## src/rtl/readout_bus_arbiter.sv

```systemverilog
// rtl/readout_bus_arbiter.sv - queued arbiter/sequencer driving the shared sensor row/ADC control bus
module readout_bus_arbiter #(
  parameter int                NUM_CH    = 4,
  parameter int                ROW_W     = 9,
  parameter int                CTRL_W    = 13,
  parameter logic [CTRL_W-1:0] IDLE_CTRL = 13'h0040,
  parameter int                TO_W      = 16
) (
  input  logic                     TX_CLK,
  input  logic                     rst_n,
  input  logic [NUM_CH-1:0]        trig_i,
  input  logic                     prio_mode,
  input  logic [7:0]               guard_cycles,
  input  logic [TO_W-1:0]          start_timeout,
  input  logic                     err_clr,
  input  logic [NUM_CH-1:0]        ch_busy_i,
  input  logic [NUM_CH*ROW_W-1:0]  ch_rowadd_i,
  input  logic [NUM_CH*CTRL_W-1:0] ch_ctrl_i,
  output logic [NUM_CH-1:0]        ch_trigger_o,
  output logic [NUM_CH-1:0]        grant_o,
  output logic [ROW_W-1:0]         ROWADD,
  output logic [CTRL_W-1:0]        ctrl_o,
  output logic                     busy_o,
  output logic                     overrun_err,
  output logic                     timeout_err,
  output logic                     protocol_err
);

  localparam int G_W = (NUM_CH > 1) ? $clog2(NUM_CH) : 1;

  typedef enum logic [1:0] {S_IDLE, S_LAUNCH, S_RUN, S_GUARD} state_t;

  state_t              state, state_nxt;
  logic [G_W-1:0]      g_idx, g_nxt, last_g, win_idx;
  logic [NUM_CH-1:0]   pending, g_oh, win_oh;
  logic [TO_W-1:0]     launch_cnt;
  logic [7:0]          guard_cnt;
  logic                found, launch_go, timeout_hit, bus_live;
  logic                overrun_evt, timeout_evt, protocol_evt;
  logic [ROW_W-1:0]    row_d;
  logic [CTRL_W-1:0]   ctrl_d;

  // Winner = pending channel with the smallest distance from the search start.
  always_comb begin
    found   = 1'b0;
    win_idx = '0;
    for (int k = 0; k < NUM_CH; k++) begin
      for (int j = 0; j < NUM_CH; j++) begin
        if (!found && pending[j] &&
            ((prio_mode ? ((j + NUM_CH - 1 - int'(last_g)) % NUM_CH) : j) == k)) begin
          found   = 1'b1;
          win_idx = G_W'(j);
        end
      end
    end
  end

  always_comb begin
    g_oh   = '0;
    win_oh = '0;
    for (int j = 0; j < NUM_CH; j++) begin
      g_oh[j]   = (int'(g_idx) == j);
      win_oh[j] = (int'(win_idx) == j);
    end
  end

  assign launch_go   = (state == S_IDLE) && (|pending);
  assign g_nxt       = launch_go ? win_idx : g_idx;
  assign timeout_hit = (start_timeout != '0) && (launch_cnt == start_timeout - TO_W'(1));

  always_ff @(posedge TX_CLK or negedge rst_n) begin
    if (!rst_n) begin
      state      <= S_IDLE;
      g_idx      <= '0;
      last_g     <= G_W'(NUM_CH - 1);
      launch_cnt <= '0;
      guard_cnt  <= '0;
    end else begin
      state <= state_nxt;
      g_idx <= g_nxt;
      if (state == S_RUN && state_nxt == S_GUARD)
        last_g <= g_idx;
      if (state != S_LAUNCH)
        launch_cnt <= '0;
      else if (launch_cnt != '1)
        launch_cnt <= launch_cnt + TO_W'(1);
      // Guard length is latched on entry so software may change it mid-interval.
      if (state != S_GUARD && state_nxt == S_GUARD)
        guard_cnt <= (guard_cycles > 8'd1) ? guard_cycles - 8'd1 : 8'd0;
      else if (state == S_GUARD && guard_cnt != 8'd0)
        guard_cnt <= guard_cnt - 8'd1;
    end
  end

  always_comb begin
    state_nxt = state;
    case (state)
      S_IDLE:   if (|pending) state_nxt = S_LAUNCH;
      S_LAUNCH: begin
        if (ch_busy_i[g_idx])  state_nxt = S_RUN;
        else if (timeout_hit)  state_nxt = S_GUARD;
      end
      S_RUN:    if (!ch_busy_i[g_idx]) state_nxt = S_GUARD;
      S_GUARD:  if (guard_cnt == 8'd0) state_nxt = S_IDLE;
      default:  state_nxt = S_IDLE;
    endcase
  end

  always_comb begin
    grant_o      = '0;
    ch_trigger_o = '0;
    busy_o       = (state != S_IDLE) || (|pending);
    if (state == S_LAUNCH || state == S_RUN)
      grant_o = g_oh;
    if (state == S_LAUNCH && launch_cnt == '0)
      ch_trigger_o = g_oh;
    // Bus register follows the next owner so the pads lag the engine by one cycle.
    bus_live = (state_nxt == S_LAUNCH) || (state_nxt == S_RUN);
    row_d    = '0;
    ctrl_d   = IDLE_CTRL;
    for (int j = 0; j < NUM_CH; j++) begin
      if (bus_live && int'(g_nxt) == j) begin
        row_d  = ch_rowadd_i[j*ROW_W +: ROW_W];
        ctrl_d = ch_ctrl_i[j*CTRL_W +: CTRL_W];
      end
    end
  end

  assign overrun_evt  = |(trig_i & pending);
  assign timeout_evt  = (state == S_LAUNCH) && (state_nxt == S_GUARD);
  assign protocol_evt = (state == S_IDLE) ? (|ch_busy_i) : (|(ch_busy_i & ~g_oh));

  always_ff @(posedge TX_CLK or negedge rst_n) begin
    if (!rst_n) begin
      pending      <= '0;
      ROWADD       <= '0;
      ctrl_o       <= IDLE_CTRL;
      overrun_err  <= 1'b0;
      timeout_err  <= 1'b0;
      protocol_err <= 1'b0;
    end else begin
      pending      <= (pending & ~(launch_go ? win_oh : '0)) | trig_i;
      ROWADD       <= row_d;
      ctrl_o       <= ctrl_d;
      overrun_err  <= overrun_evt  | (overrun_err  & ~err_clr);
      timeout_err  <= timeout_evt  | (timeout_err  & ~err_clr);
      protocol_err <= protocol_evt | (protocol_err & ~err_clr);
    end
  end

endmodule

```

## config.mk

```make
export PLATFORM = sky130hd
export DESIGN_NAME = readout_bus_arbiter
export DESIGN_NICKNAME = d
export VERILOG_FILES = /design/src/rtl/readout_bus_arbiter.sv
export SDC_FILE = /design/constraint.sdc
export NUM_CORES = 1
export LEC_CHECK = 0
export BUFFER_PORTS_ARGS = -buffer_cell sky130_fd_sc_hd__clkbuf_2
export CAP_MARGIN = 20
export CORE_MARGIN = 8
export CORE_UTILIZATION = 51
export DETAILED_ROUTE_END_ITERATION = 8
export GPL_TIMING_DRIVEN = 0
export PLACE_DENSITY = 0.87
export SKIP_LAST_GASP = 1
export SLEW_MARGIN = 20
export SYNTH_ARGS = -nofsm -noshare
export SYNTH_HDL_FRONTEND = slang
export SYNTH_SLANG_ARGS = --single-unit
```

## constraint.sdc

```tcl
create_clock -name TX_CLK -period 5 [get_ports TX_CLK]
set_input_delay 0.5 -clock TX_CLK [delete_from_list [all_inputs] [get_ports TX_CLK]]
set_output_delay 0.5 -clock TX_CLK [all_outputs]
set_load 0.05 [all_outputs]
```

==> impl_metrics.toml <==
[status]
status = "finished clean"

[cells_and_area]
fin_cells = 756
fin_area_mm2 = 0.005498
fillCellCount = 675
final_nets = 780
area_growth_pct = 26.52
multiInputGateArea_mm2 = 0.002661
drive_gt1_frac = 0.3112
ff_latch_area_mm2 = 0.001480
fin_util = 0.6658

[power_and_ir_drop]
p_leak_nw = 2.740
power_w = 0.003230
ir_worst_vdd_mv = 0.7023
p_per_area_mw_per_mm2 = 587.6

[placement]
gp_congestion = 0.8855
place_area_mm2 = 0.005280
numPortBuffers = 156
detailed_place_hpwl_um = 11140
dp.cells = 738

[clock_tree]
worst_setup_hold_path_clk_slew_ns = 0.06
cts_sinks = 59
cts_setup_buffers = 0
root_buffer = "clkbuf_8"
h-tree-depth = 3
cts_tree = "done"
cts_hold_buf = 0
cts_resized = 0
clk_path_buf_depth = 2
clk_latency_ns = 0.33
cts-buffers-inserted = 9

[detailed_routing]
wl_met2_um = 7164
wl_um = 13670
ant_nets = 0
highest_layer = "met4"
wl_per_cell_um = 18.08
drt-initial-drc-count = 242
via_per_inst = 5.671
vias = 4287
wl_met1_um = 5212
route.detailed.drc = 0
drt_pass1_iterations = 4
wl_met3_um = 1107

[global_routing]
grt_pass1_wl_um = 22220
grt_max_degree = 33
grt_pass1_vias = 4626
grtUsageTotal = 0.2350
antenna_found_initial = 2
grt_overflow = 0

[sta]
fin_skew_ns = 0.007958
rsz0062_at_grt = "false"
finalCritPeriodShare = 0.8798
tightest_slew_ns = 0.7202
fin_tns_setup_ns = 0
setup_viol = 0
hold_violations = 0
finalCriticalPeriod_ns = 4.399
fmax_mhz = 227.3
slew_violations = 0
slew_headroom = 0.5146

[logic_synthesis]
synth_warnings = 0
async_reset_ff_frac = 1.000
synth_edf_count = 0
yosysSeqAreaShare = 0.3406
synth_cells = 476
synth_ff_type = "dfrtp_1"
syn-num-nets = 612
yosysTopAreaCell = "dfrtp_1"
synth_cell_types = 66
synth_top_area_frac = 0.3225
ys_top_cells_by_area = "dfrtp_1, mux2i_1, xnor2_1, o22ai_1, ha_1"
ys_seq_elements = 59
syn_avg_cell_area_um2 = 9.129
mappedNetlistArea_mm2 = 0.004345

[floorplan]
core_mm2 = 0.008258
die_h_um = 108.3
top_level_ports = 158
num_rows = 33
die_x_um = 108.3
start_util = 0.5262
die-area_mm2 = 0.01173

[worst_setup_path]
required_ns = 5.26
path_cells = "clkbuf_2 > nor4_2 > nand2_1 > xnor2_1 > or4_1 > nor4_2 > or3b_1 > a21oi_1 > ha_1 > nor2b_1 > buf_1 > o41ai_2 > nor2_1 > o22a_1 > o22ai_1 > a21oi_1"
end_kind = "flop"
startpoint_type = "primary input"
arrival_ns = 4.66
path_delay_family = "simple AND/OR/NAND/NOR gates"
r2r_slack_ns = 0.70
critPathBufInv = 2
critical_path_class = "primary input to flop"
cp_max_fo = 9
slowest_stage = "nor4_2"
crit_path_max_incr_delay_ns = 0.49

[hold_path]
hold_path.class = "primary input to asynchronous set/reset pin"

[job]
maxCapViolCount = 0
[registers in the layout (all words and copies together), names as in the netlist]
signal / count
launch_cnt: 16
ctrl_o: 13
ROWADD: 9
guard_cnt: 8
pending: 4
g_idx: 2
last_g: 2
state: 2
overrun_err: 1
protocol_err: 1
timeout_err: 1
[synthesized netlist by cell type (all sizes together) (3+ instances only)]
| cell | count |
|---|---|
| dfrtp | 56 |
| mux2i | 48 |
| nor2 | 36 |
| nand2 | 27 |
| o22ai | 25 |
| xnor2 | 23 |
| inv | 22 |
| a21oi | 19 |
| o21ai | 17 |
| clkbuf | 15 |
| and2 | 12 |
| buf | 12 |
| ha | 12 |
| xor2 | 12 |
| nand3 | 11 |
| nor4 | 11 |
| nor3 | 9 |
| nand2b | 7 |
| nand4 | 7 |
| mux2 | 6 |
| nor4b | 6 |
| o22a | 6 |
| a21boi | 5 |
| and3 | 5 |
| nor2b | 5 |
| or3 | 5 |
| a31oi | 4 |
| nor3b | 4 |
| o21a | 4 |
| a21o | 3 |
| and3b | 3 |
| dfstp | 3 |
| o31ai | 3 |
| or4 | 3 |
[worst paths after layout]
path	start	to	cells past startpoint
max	start_timeout[4]	guard_cnt[6]	16
min	rst_n	protocol_err	1
max reg2reg	launch_cnt[2]	guard_cnt[6]	15
min reg2reg	protocol_err	protocol_err	2
max in group asynchronous	rst_n	last_g[1]	2
min in group TX_CLK	trig_i[2]	pending[2]	2
[placed cells by master (no fill, tap or decap), drive strengths merged, types with 9 or more instances in the layout]
cell	instances
clkbuf	183
dfrtp	56
mux2i	48
nor2	36
nand2	27
o22ai	25
xnor2	23
inv	22
a21oi	19
o21ai	17
buf	13
xor2	12
and2	12
ha	12
nand3	11
nor4	11
nor3	9
[routing by layer]
layer  global-route usage  vias to the layer above
met3              0.08031                       19
met5                    0                        -
met2               0.4185                      176
li1                     -                     2067
met4              0.07820                        0
met1               0.2551                     2025
[cells by family after synthesis]
kind of cell | Yosys count | share of synthesized area
AOI/OAI and AO/OA | 105 | 0.1624
muxes | 55 | 0.1313
and+or+nand+nor | 160 | 0.2082
xor gates and xnor gates | 36 | 0.07601
DFF | 59 | 0.3406
buffers and inverters | 49 | 0.04693
adders and majority gates | 12 | 0.03455
[where the power goes]
| group | total (W) | switching (W) | internal (W) | leakage (nW) |
|---|---|---|---|---|
| Sequential | 0.000743 | 0.0000980 | 0.000645 | 0.742 |
| Combinational | 0.00203 | 0.00131 | 0.000724 | 1.89 |
| Clock | 0.000458 | 0.000189 | 0.000269 | 0.108 |
| Total | 0.00323 | 0.00159 | 0.00164 | 2.74 |
[worst reg2reg max path, cell delays in order (launching register included)]
cell	delay [ns]
dfrtp_1	0.45
xor3_1	0.45
o32ai_1	0.13
o31ai_1	0.11
or4_1	0.43
nor4_2	0.40
or3b_1	0.40
a21oi_1	0.19
ha_1	0.30
nor2b_1	0.16
buf_1	0.31
o41ai_2	0.24
nor2_1	0.28
o22a_1	0.20
o22ai_1	0.07
a21oi_1	0.11
[through the flow]
stage          setup WS (ns)  hold slack (ns)
2_1_floorplan          1.092           0.2044
3_3_place_gp          0.4602           0.4710
3_5_place_dp          0.3752           0.4791
4_1_cts               0.6923           0.1250
5_1_grt               0.3157           0.1330
6_report              0.6012           0.1214
[final cells by class]
class                           count  share of cell area
Clock inverter                      4            0.008648
Antenna cell                        2           0.0009103
Sequential cell                    59              0.2692
Clock buffer                       12             0.03004
Buffer                             27             0.02208
Multi-Input combinational cell    368              0.4841
Timing Repair Buffer              157              0.1461
Tap cell                          105             0.02390
Inverter                           22             0.01502
No activity file was read; power rests on OpenSTA's default activity.
